===== config.mk =====
export PLATFORM = sky130hd
export DESIGN_NAME = pll_reconfig_seq
export DESIGN_NICKNAME = d
export VERILOG_FILES = /design/src/rtl/pll_reconfig_pkg.sv /design/src/rtl/pll_reconfig_seq_sync_bit.sv /design/src/rtl/pll_reconfig_seq.sv
export SDC_FILE = /design/constraint.sdc
export NUM_CORES = 1
export LEC_CHECK = 0
export CORE_MARGIN = 4
export CORE_UTILIZATION = 50
export CTS_CLUSTER_DIAMETER = 150
export CTS_CLUSTER_SIZE = 14
export DETAILED_ROUTE_END_ITERATION = 6
export PLACE_DENSITY = 0.88
export SETUP_SLACK_MARGIN = 0.5
export SYNTH_ARGS = -nofsm -noshare
export SYNTH_HDL_FRONTEND = slang
export SYNTH_HIERARCHICAL = 1
export SYNTH_SLANG_ARGS = --single-unit

===== constraint.sdc =====
create_clock -name clk -period 2.4 [get_ports clk]
set_input_delay 0.24 -clock clk [delete_from_list [all_inputs] [get_ports clk]]
set_output_delay 0.24 -clock clk [all_outputs]
set_load 0.1 [all_outputs]

===== src/rtl/pll_reconfig_pkg.sv =====
`default_nettype none
// ============================================================================
//  Module  : pll_reconfig_pkg
//  Purpose : Shared definitions for the PLL reconfiguration sequencer:
//            reconfig register addresses, sequencer state encoding, the
//            preset record type, the constant preset table and helpers
//            that map (preset, step) to the register address and write data.
//  Ports   : none (package)
//  Rev     : 1.0  initial release
// ============================================================================
package pll_reconfig_pkg;

   // Reconfig register addresses
   localparam logic [5:0] PLL_A_MODE  = 6'd0;
   localparam logic [5:0] PLL_A_START = 6'd2;
   localparam logic [5:0] PLL_A_N     = 6'd3;
   localparam logic [5:0] PLL_A_M     = 6'd4;
   localparam logic [5:0] PLL_A_C     = 6'd5;
   localparam logic [5:0] PLL_A_K     = 6'd7;

   // Index of the final write of every script
   localparam logic [2:0] PLL_LAST_STEP = 3'd5;

   // Sequencer states
   typedef enum logic [2:0] {
      ST_IDLE  = 3'd0,
      ST_CHECK = 3'd1,
      ST_PRE   = 3'd2,
      ST_RAISE = 3'd3,
      ST_LOWER = 3'd4,
      ST_NEXT  = 3'd5,
      ST_FIN   = 3'd6,
      ST_FAIL  = 3'd7
   } pll_state_t;

   // One clock preset: counter words written during steps 1..4
   typedef struct packed {
      logic [31:0] m;
      logic [31:0] n;
      logic [31:0] c;   // C0 word, counter select lives in the upper bits
      logic [31:0] k;
   } pll_preset_t;

   localparam int PLL_TABLE_DEPTH = 4;

   localparam pll_preset_t PLL_PRESETS [PLL_TABLE_DEPTH] = '{
      '{m: 32'h0000_0C0C, n: 32'h0001_0000, c: 32'h0000_0303, k: 32'h0000_0000},
      '{m: 32'h0000_1010, n: 32'h0000_0202, c: 32'h0004_0505, k: 32'h8000_0000},
      '{m: 32'h0000_0F0F, n: 32'h0000_0101, c: 32'h0008_0606, k: 32'h4000_0000},
      '{m: 32'h0000_1414, n: 32'h0000_0505, c: 32'h000C_0202, k: 32'h0000_0000}
   };

   // Out-of-table indices return an all-zero record; legality is decided
   // separately by the sequencer against its NUM_PRESETS parameter.
   function automatic pll_preset_t pll_preset_lookup(input logic [2:0] idx);
      pll_preset_t p;
      p = '0;
      if (idx < 3'(PLL_TABLE_DEPTH)) begin
         p = PLL_PRESETS[idx[1:0]];
      end
      return p;
   endfunction

   function automatic logic [5:0] pll_step_addr(input logic [2:0] step);
      logic [5:0] a;
      case (step)
         3'd0:    a = PLL_A_MODE;
         3'd1:    a = PLL_A_M;
         3'd2:    a = PLL_A_N;
         3'd3:    a = PLL_A_C;
         3'd4:    a = PLL_A_K;
         default: a = PLL_A_START;
      endcase
      return a;
   endfunction

   // Step 0 writes 0 to the mode register (waitrequest mode); step 5 writes
   // 0 to the start register.
   function automatic logic [31:0] pll_step_value(input pll_preset_t p,
                                                  input logic [2:0] step);
      logic [31:0] v;
      case (step)
         3'd1:    v = p.m;
         3'd2:    v = p.n;
         3'd3:    v = p.c;
         3'd4:    v = p.k;
         default: v = 32'd0;
      endcase
      return v;
   endfunction

endpackage
`default_nettype wire


===== src/rtl/pll_reconfig_seq_sync_bit.sv =====
`default_nettype none
// ============================================================================
//  Module  : sync_bit
//  Purpose : Single-bit multi-flop synchronizer with a selectable reset value.
//  Ports   : clk    - destination clock
//            reset  - synchronous active-high reset (loads RESET_VAL)
//            i_d    - asynchronous input bit
//            o_q    - synchronized output, DEPTH cycles behind i_d
//  Rev     : 1.0  initial release
// ============================================================================
module sync_bit #(
   parameter int   DEPTH     = 2,
   parameter logic RESET_VAL = 1'b1
) (
   input  logic clk,
   input  logic reset,
   input  logic i_d,
   output logic o_q
);

   logic [DEPTH-1:0] r_sync;

   // Shift form keeps DEPTH=1 legal without a special case.
   always_ff @(posedge clk) begin
      if (reset) begin
         r_sync <= {DEPTH{RESET_VAL}};
      end else begin
         r_sync <= (r_sync << 1) | DEPTH'(i_d);
      end
   end

   assign o_q = r_sync[DEPTH-1];

endmodule
`default_nettype wire


===== src/rtl/pll_reconfig_seq.sv =====
`default_nettype none
// ============================================================================
//  Module  : pll_reconfig_seq
//  Purpose : Requester-side PLL reconfiguration sequencer. On a request it
//            plays back a fixed six-write script for the selected preset
//            using a level handshake (pll_write / pll_busy) toward the
//            CLK_50M domain, then pulses done, or err on timeout / bad preset.
//  Ports   : clk        - system clock
//            reset      - synchronous active-high reset
//            req        - start pulse, honoured only while ready
//            req_preset - preset index, latched with req
//            ready      - idle, able to accept req
//            done       - one-cycle pulse on successful completion
//            err        - one-cycle pulse on timeout or illegal preset
//            pll_addr   - reconfig register address
//            pll_value  - reconfig write data
//            pll_write  - write request level (registered, crosses domains)
//            pll_busy   - busy level from the CLK_50M domain (asynchronous)
//  Rev     : 1.0  initial release
// ============================================================================
module pll_reconfig_seq
   import pll_reconfig_pkg::*;
#(
   parameter int NUM_PRESETS    = 4,
   parameter int TIMEOUT_CYCLES = 65535,
   parameter int SYNC_STAGES    = 2
) (
   input  logic        clk,
   input  logic        reset,
   input  logic        req,
   input  logic [2:0]  req_preset,
   output logic        ready,
   output logic        done,
   output logic        err,
   output logic [5:0]  pll_addr,
   output logic [31:0] pll_value,
   output logic        pll_write,
   input  logic        pll_busy
);

   localparam logic [15:0] C_TIMEOUT     = 16'(TIMEOUT_CYCLES);
   localparam logic [3:0]  C_NUM_PRESETS = 4'(NUM_PRESETS);

   pll_state_t  r_state;
   pll_state_t  w_state_nxt;
   logic [2:0]  r_step;
   logic [2:0]  w_step_nxt;
   logic [2:0]  r_preset;
   logic [15:0] r_phase_cnt;
   logic [5:0]  r_pll_addr;
   logic [31:0] r_pll_value;
   logic        r_pll_write;

   logic        w_busy_s;
   logic        w_tmo;
   logic        w_preset_bad;
   logic        w_ready;
   logic        w_done;
   logic        w_err;
   pll_preset_t w_preset_rec;

   // Busy is presumed asserted until the synchronizer has seen it low, so
   // nothing is written while the far side may still be starting up.
   sync_bit #(
      .DEPTH     (SYNC_STAGES),
      .RESET_VAL (1'b1)
   ) u_busy_sync (
      .clk   (clk),
      .reset (reset),
      .i_d   (pll_busy),
      .o_q   (w_busy_s)
   );

   assign w_tmo        = (r_phase_cnt == C_TIMEOUT);
   assign w_preset_bad = ({1'b0, r_preset} >= C_NUM_PRESETS);
   assign w_preset_rec = pll_preset_lookup(r_preset);

   // ------------------------------------------------------------------------
   // Next state, step index and status outputs
   // ------------------------------------------------------------------------
   always_comb begin
      w_state_nxt = r_state;
      w_step_nxt  = r_step;
      w_ready     = 1'b0;
      w_done      = 1'b0;
      w_err       = 1'b0;

      case (r_state)
         ST_IDLE: begin
            w_ready = 1'b1;
            if (req) begin
               w_state_nxt = ST_CHECK;
               w_step_nxt  = 3'd0;
            end
         end
         ST_CHECK: begin
            w_state_nxt = w_preset_bad ? ST_FAIL : ST_PRE;
         end
         ST_PRE: begin
            if (!w_busy_s) begin
               w_state_nxt = ST_RAISE;
            end else if (w_tmo) begin
               w_state_nxt = ST_FAIL;
            end
         end
         ST_RAISE: begin
            // Write stays high until busy is seen, so the far-side edge
            // detector catches it whatever the clock ratio.
            if (w_busy_s) begin
               w_state_nxt = ST_LOWER;
            end else if (w_tmo) begin
               w_state_nxt = ST_FAIL;
            end
         end
         ST_LOWER: begin
            if (!w_busy_s) begin
               w_state_nxt = ST_NEXT;
            end else if (w_tmo) begin
               w_state_nxt = ST_FAIL;
            end
         end
         ST_NEXT: begin
            if (r_step == PLL_LAST_STEP) begin
               w_state_nxt = ST_FIN;
            end else begin
               w_step_nxt  = r_step + 3'd1;
               w_state_nxt = ST_PRE;
            end
         end
         ST_FIN: begin
            w_done      = 1'b1;
            w_state_nxt = ST_IDLE;
         end
         ST_FAIL: begin
            w_err       = 1'b1;
            w_state_nxt = ST_IDLE;
         end
         default: begin
            w_state_nxt = ST_IDLE;
         end
      endcase
   end

   // ------------------------------------------------------------------------
   // State and datapath registers
   // ------------------------------------------------------------------------
   always_ff @(posedge clk) begin
      if (reset) begin
         r_state     <= ST_IDLE;
         r_step      <= 3'd0;
         r_preset    <= 3'd0;
         r_phase_cnt <= 16'd0;
         r_pll_addr  <= 6'd0;
         r_pll_value <= 32'd0;
         r_pll_write <= 1'b0;
      end else begin
         r_state <= w_state_nxt;
         r_step  <= w_step_nxt;

         if (r_state == ST_IDLE && req) begin
            r_preset <= req_preset;
         end

         // Phase timer restarts on every transition and saturates so it
         // cannot wrap back below the timeout threshold.
         if (w_state_nxt != r_state) begin
            r_phase_cnt <= 16'd0;
         end else if (r_phase_cnt != 16'hFFFF) begin
            r_phase_cnt <= r_phase_cnt + 16'd1;
         end

         // Address/data are loaded while heading into or sitting in PRE, so
         // they are already valid in PRE and frozen through RAISE/LOWER.
         if (w_state_nxt == ST_PRE) begin
            r_pll_addr  <= pll_step_addr(w_step_nxt);
            r_pll_value <= pll_step_value(w_preset_rec, w_step_nxt);
         end

         // Registered from the next state so the level leaving this domain
         // is glitch-free yet tracks RAISE cycle for cycle.
         r_pll_write <= (w_state_nxt == ST_RAISE);
      end
   end

   assign ready     = w_ready;
   assign done      = w_done;
   assign err       = w_err;
   assign pll_addr  = r_pll_addr;
   assign pll_value = r_pll_value;
   assign pll_write = r_pll_write;

endmodule
`default_nettype wire


==> reports/results.tsv <==
stage	metric	value	unit
synth	Post-Synth XOR/XNOR Area	0.0537	
clocking	CTS tree	done	
sta	final critical-path setup slack	391	ps
sta	Fmax	0.498	GHz
pwr	P_int	1.24	mW
clocking	CTS clk-pin slew, worst paths	80	ps
clocking	CTS Root Cell	clkbuf_8	
worst_setup_path	WP data required	2570	ps
global_route	grt ovf	0	
synth	Cells after Synth	301	
synth	share of the synthesized area in the top cell type	0.336	
worst_setup_path	Setup crit end	pll_addr[1]	
floorplan	Die Span Y	77.9	um
placed_design	HPWL after DPL	3760	um
worst_setup_path	Critical Path Sink Type	flip-flop	
route	DR pass1 iterations	7	
pwr	sequential power share	0.381	
worst_setup_path	CP max-delay cell	dfxtp_2	
clocking	Clock Latency Late Sink	300	ps
placed_design	GP Congestion	0.931	
sta	hold slack final	420	ps
pwr	Pleak	1.28	nW
global_route	antenna violations before repair	0	
pwr	Comb power frac	0.320	
worst_setup_path	cell family with most CP delay	simple AND/OR/NAND/NOR gates	
synth	top cell type by total area after synthesis	dfxtp_1	
synth	count of cell types in the netlist	56	
clocking	maximum root-to-sink buffer count	2	
floorplan	chip width	77.9	um
synth	synthesized flop and latch total	41	
worst_setup_path	Arr. time, crit path	2180	ps
route	Vias/cell	5.61	
worst_setup_path	FF-to-FF path depth	9	
route	WL/cell	16.4	um
sta	Final Max Tran Viols	0	
global_route	total track usage	0.201	
global_route	largest net degree at the start of global routing	25	
clocking	Max H-tree Level	2	
worst_setup_path	WS Path Type	reg -> reg	
route	DR DRC count	0	
worst_setup_path	r2r endpoint	pll_addr[1]	
pwr	Sw Share	0.367	
clocking	CTS Buf Count	5	
worst_setup_path	R2R Path Start	r_phase_cnt[1]	
sta	Max Clock Skew	3.76	ps
route	DRT antenna net count	0	
sta	slew margin rel.	0.593	
job	number of max-cap violations	0	
floorplan	io pins	49	
sta	Hold Violations, Final	0	
pwr	peak supply drop	0.315	mV
worst_setup_path	CP max stage delay	360	ps
layout	Area Growth Syn to Fin	36.6	%
floorplan	Initial Utilization	0.518	
layout	Post-layout nets	367	
synth	post-synthesis adder-cell area fraction	0.0409	
synth	number of synthesized flops with an enable pin	0	
global_route	first-pass GRT wire length	9980	um
route	Total Wirelength	6900	um
synth	most area-consuming cells after synthesis	dfxtp_1 (34%), buf_4 (8.6%), nor2_1 (6.0%), a21oi_1 (5.1%), nand2_1 (4.5%)	
floorplan	die area	6070	sq um
sta	slew of the pin with the lowest slew margin	609	ps
route	vias	2357	
placed_design	Buffers on Ports	28	
run_status	status	finished clean	
hold_path	worst min path class	reg -> reg	
sta	Final min period	2010	ps
sta	fin crit share	0.837	
placed_design	Place WS	114	ps
global_route	vias in the first global route	2139	
synth	Synth Area in Compound Gates	0.162	
synth	mux contribution to synthesized area	0.0123	
worst_setup_path	Bufs and invs on worst path	2	
synth	largest family of logic cells by synthesized area	simple AND/OR/NAND/NOR gates	
pwr	clock network fraction of design power	0.298	
pwr	NetSw	0.718	mW
layout	n_diodes	0	
synth	yosys warns	6	
worst_setup_path	Crit Path Max Fanout	6	
worst_setup_path	critical-path cell list	ha_4 > nand3_4 > nor4_4 > buf_6 > mux2i_4 > buf_4 > o21ai_4 > a211oi_2 > nor3_1	
synth	sequential area share after synthesis	0.336	
layout	layout cell share with drive strength beyond 1	0.374	
worst_setup_path	startpoint types	flip-flop	
sta	# setup viols final	0	
sta	Setup TNS Final	0	ps
synth	ys flop type	dfxtp_1	
synth	Simple-Gate Fraction of Synth Area	0.276	
worst_setup_path	flop2flop setup slack	390	ps
worst_setup_path	Crit. Startpoint	r_phase_cnt[1]	
sta	RSZ-0062 raised after global routing	yes	
synth	Synth Cell Area	2440	sq um
synth	syn_area_per_cell	8.12	sq um
floorplan	core area	4720	sq um
floorplan	Site Rows	25	
route	iteration-0 DRC count of the detailed router	179	
synth	async set-reset flop share out of synthesis	0	
pwr	PD cells	586	nW/um^2
clocking	CTS sink cnt	41	
worst_setup_path	path length in cells of the critical path	9	
==> cells in the final DEF (no fill, tap or decap), types with 6 or more instances in the layout <==
cell type / count
nand3_1: 6
dfxtp_1: 24
ha_1: 6
a21oi_1: 18
nand3_2: 6
clkbuf_8: 6
nand2_1: 28
buf_4: 50
xnor2_1: 8
dfxtp_4: 6
dfxtp_2: 11
conb_1: 20
nor2_1: 37
xor2_1: 7
clkdlybuf4s50_1: 6
a21oi_2: 6
nand2b_1: 6
==> worst register-to-register path: stages, from the launching register on <==
cell and delay (ps):
dfxtp_2 360, ha_4 150, nand3_4 90, nor4_4 290, buf_6 170, mux2i_4 260, buf_4 190, o21ai_4 100
a211oi_2 200, nor3_1 90
==> final cells by class <==
| class | instances | area, sq um |
|---|---|---|
| clock buffers | 7 | 86.3 |
| inverters | 5 | 18.8 |
| fillers | 333 | 1380 |
| flip-flops and latches | 41 | 857 |
| repair buffers | 64 | 554 |
| clock inverters | 1 | 30.0 |
| well taps | 67 | 83.8 |
| multi-input cells | 235 | 1710 |
==> cells in the mapped netlist (6+ instances only) <==
library cell	count
nand2_1	29
nand3_1	13
xnor2_1	8
nor2_1	39
ha_1	8
dfxtp_1	41
xor2_1	7
nand2b_1	6
buf_4	28
a21oi_1	25
o21ai_0	7
nor3_1	8
==> repair_timing <==
action	4_1_cts	5_1_grt
gates cloned	1	1
buffers inserted	14	11
setup endpoints to repair	30	29
hold buffers	0	0
resized for setup	44	46
pin swaps	22	13
==> cell families after synthesis <==
group,Yosys count
buf+inv,45
mux,3
compound gates,59
other cells,1
fa+ha+maj,8
flops,41
simple gates,129
xor+xnor,15
==> routing by layer <==
layer  up-vias  GRT usage  part of all wire
met1      1134      0.230              0.39
met2        89      0.366              0.54
met3        19     0.0441             0.052
met4         0     0.0699             0.021
li1       1115          -                 -
met5         -          0                 0
==> state kept, by name, indices dropped and copies added (netlist names) <==
register and cells:
r_phase_cnt 16, pll_write 1, r_preset 3, pll_addr 3, r_step 3, u_busy_sync/r_sync 2
r_state 3, pll_value 10
==> power by group through the flow <==
stage	logic [mW]	registers (mW)	clock network [mW]
3_5_place_dp	0.494	0.757	0
3_3_place_gp	0.490	0.755	0
6_report	0.627	0.746	0.584
5_1_grt	0.653	0.752	0.621
4_1_cts	0.570	0.746	0.589
2_1_floorplan	0.407	0.784	0
==> stage by stage <==
| step | instances | cell area [sq um] | util | power [mW] |
|---|---|---|---|---|
| global route | 420 | 3340 | 0.707 | 2.03 |
| CTS | 408 | 3090 | 0.653 | 1.90 |
| detailed placement | 385 | 2660 | 0.562 | 1.25 |
| finish | 420 | 3340 | 0.707 | 1.96 |
| floorplan | 320 | 2530 | - | 1.19 |
| global placement | 385 | 2660 | 0.562 | 1.25 |
==> how the worst min path moves through the flow <==
stage                                from                    end  slack (ps)  cells past startpoint
CTS                 u_busy_sync/r_sync[0]  u_busy_sync/r_sync[1]         420                      1
global placement    u_busy_sync/r_sync[0]  u_busy_sync/r_sync[1]         380                      1
finish              u_busy_sync/r_sync[0]  u_busy_sync/r_sync[1]         420                      1
floorplan                           reset              r_step[1]         310                      1
detailed placement  u_busy_sync/r_sync[0]  u_busy_sync/r_sync[1]         400                      1
global route        u_busy_sync/r_sync[0]  u_busy_sync/r_sync[1]         440                      1
No activity file was read; power rests on OpenSTA's default activity.
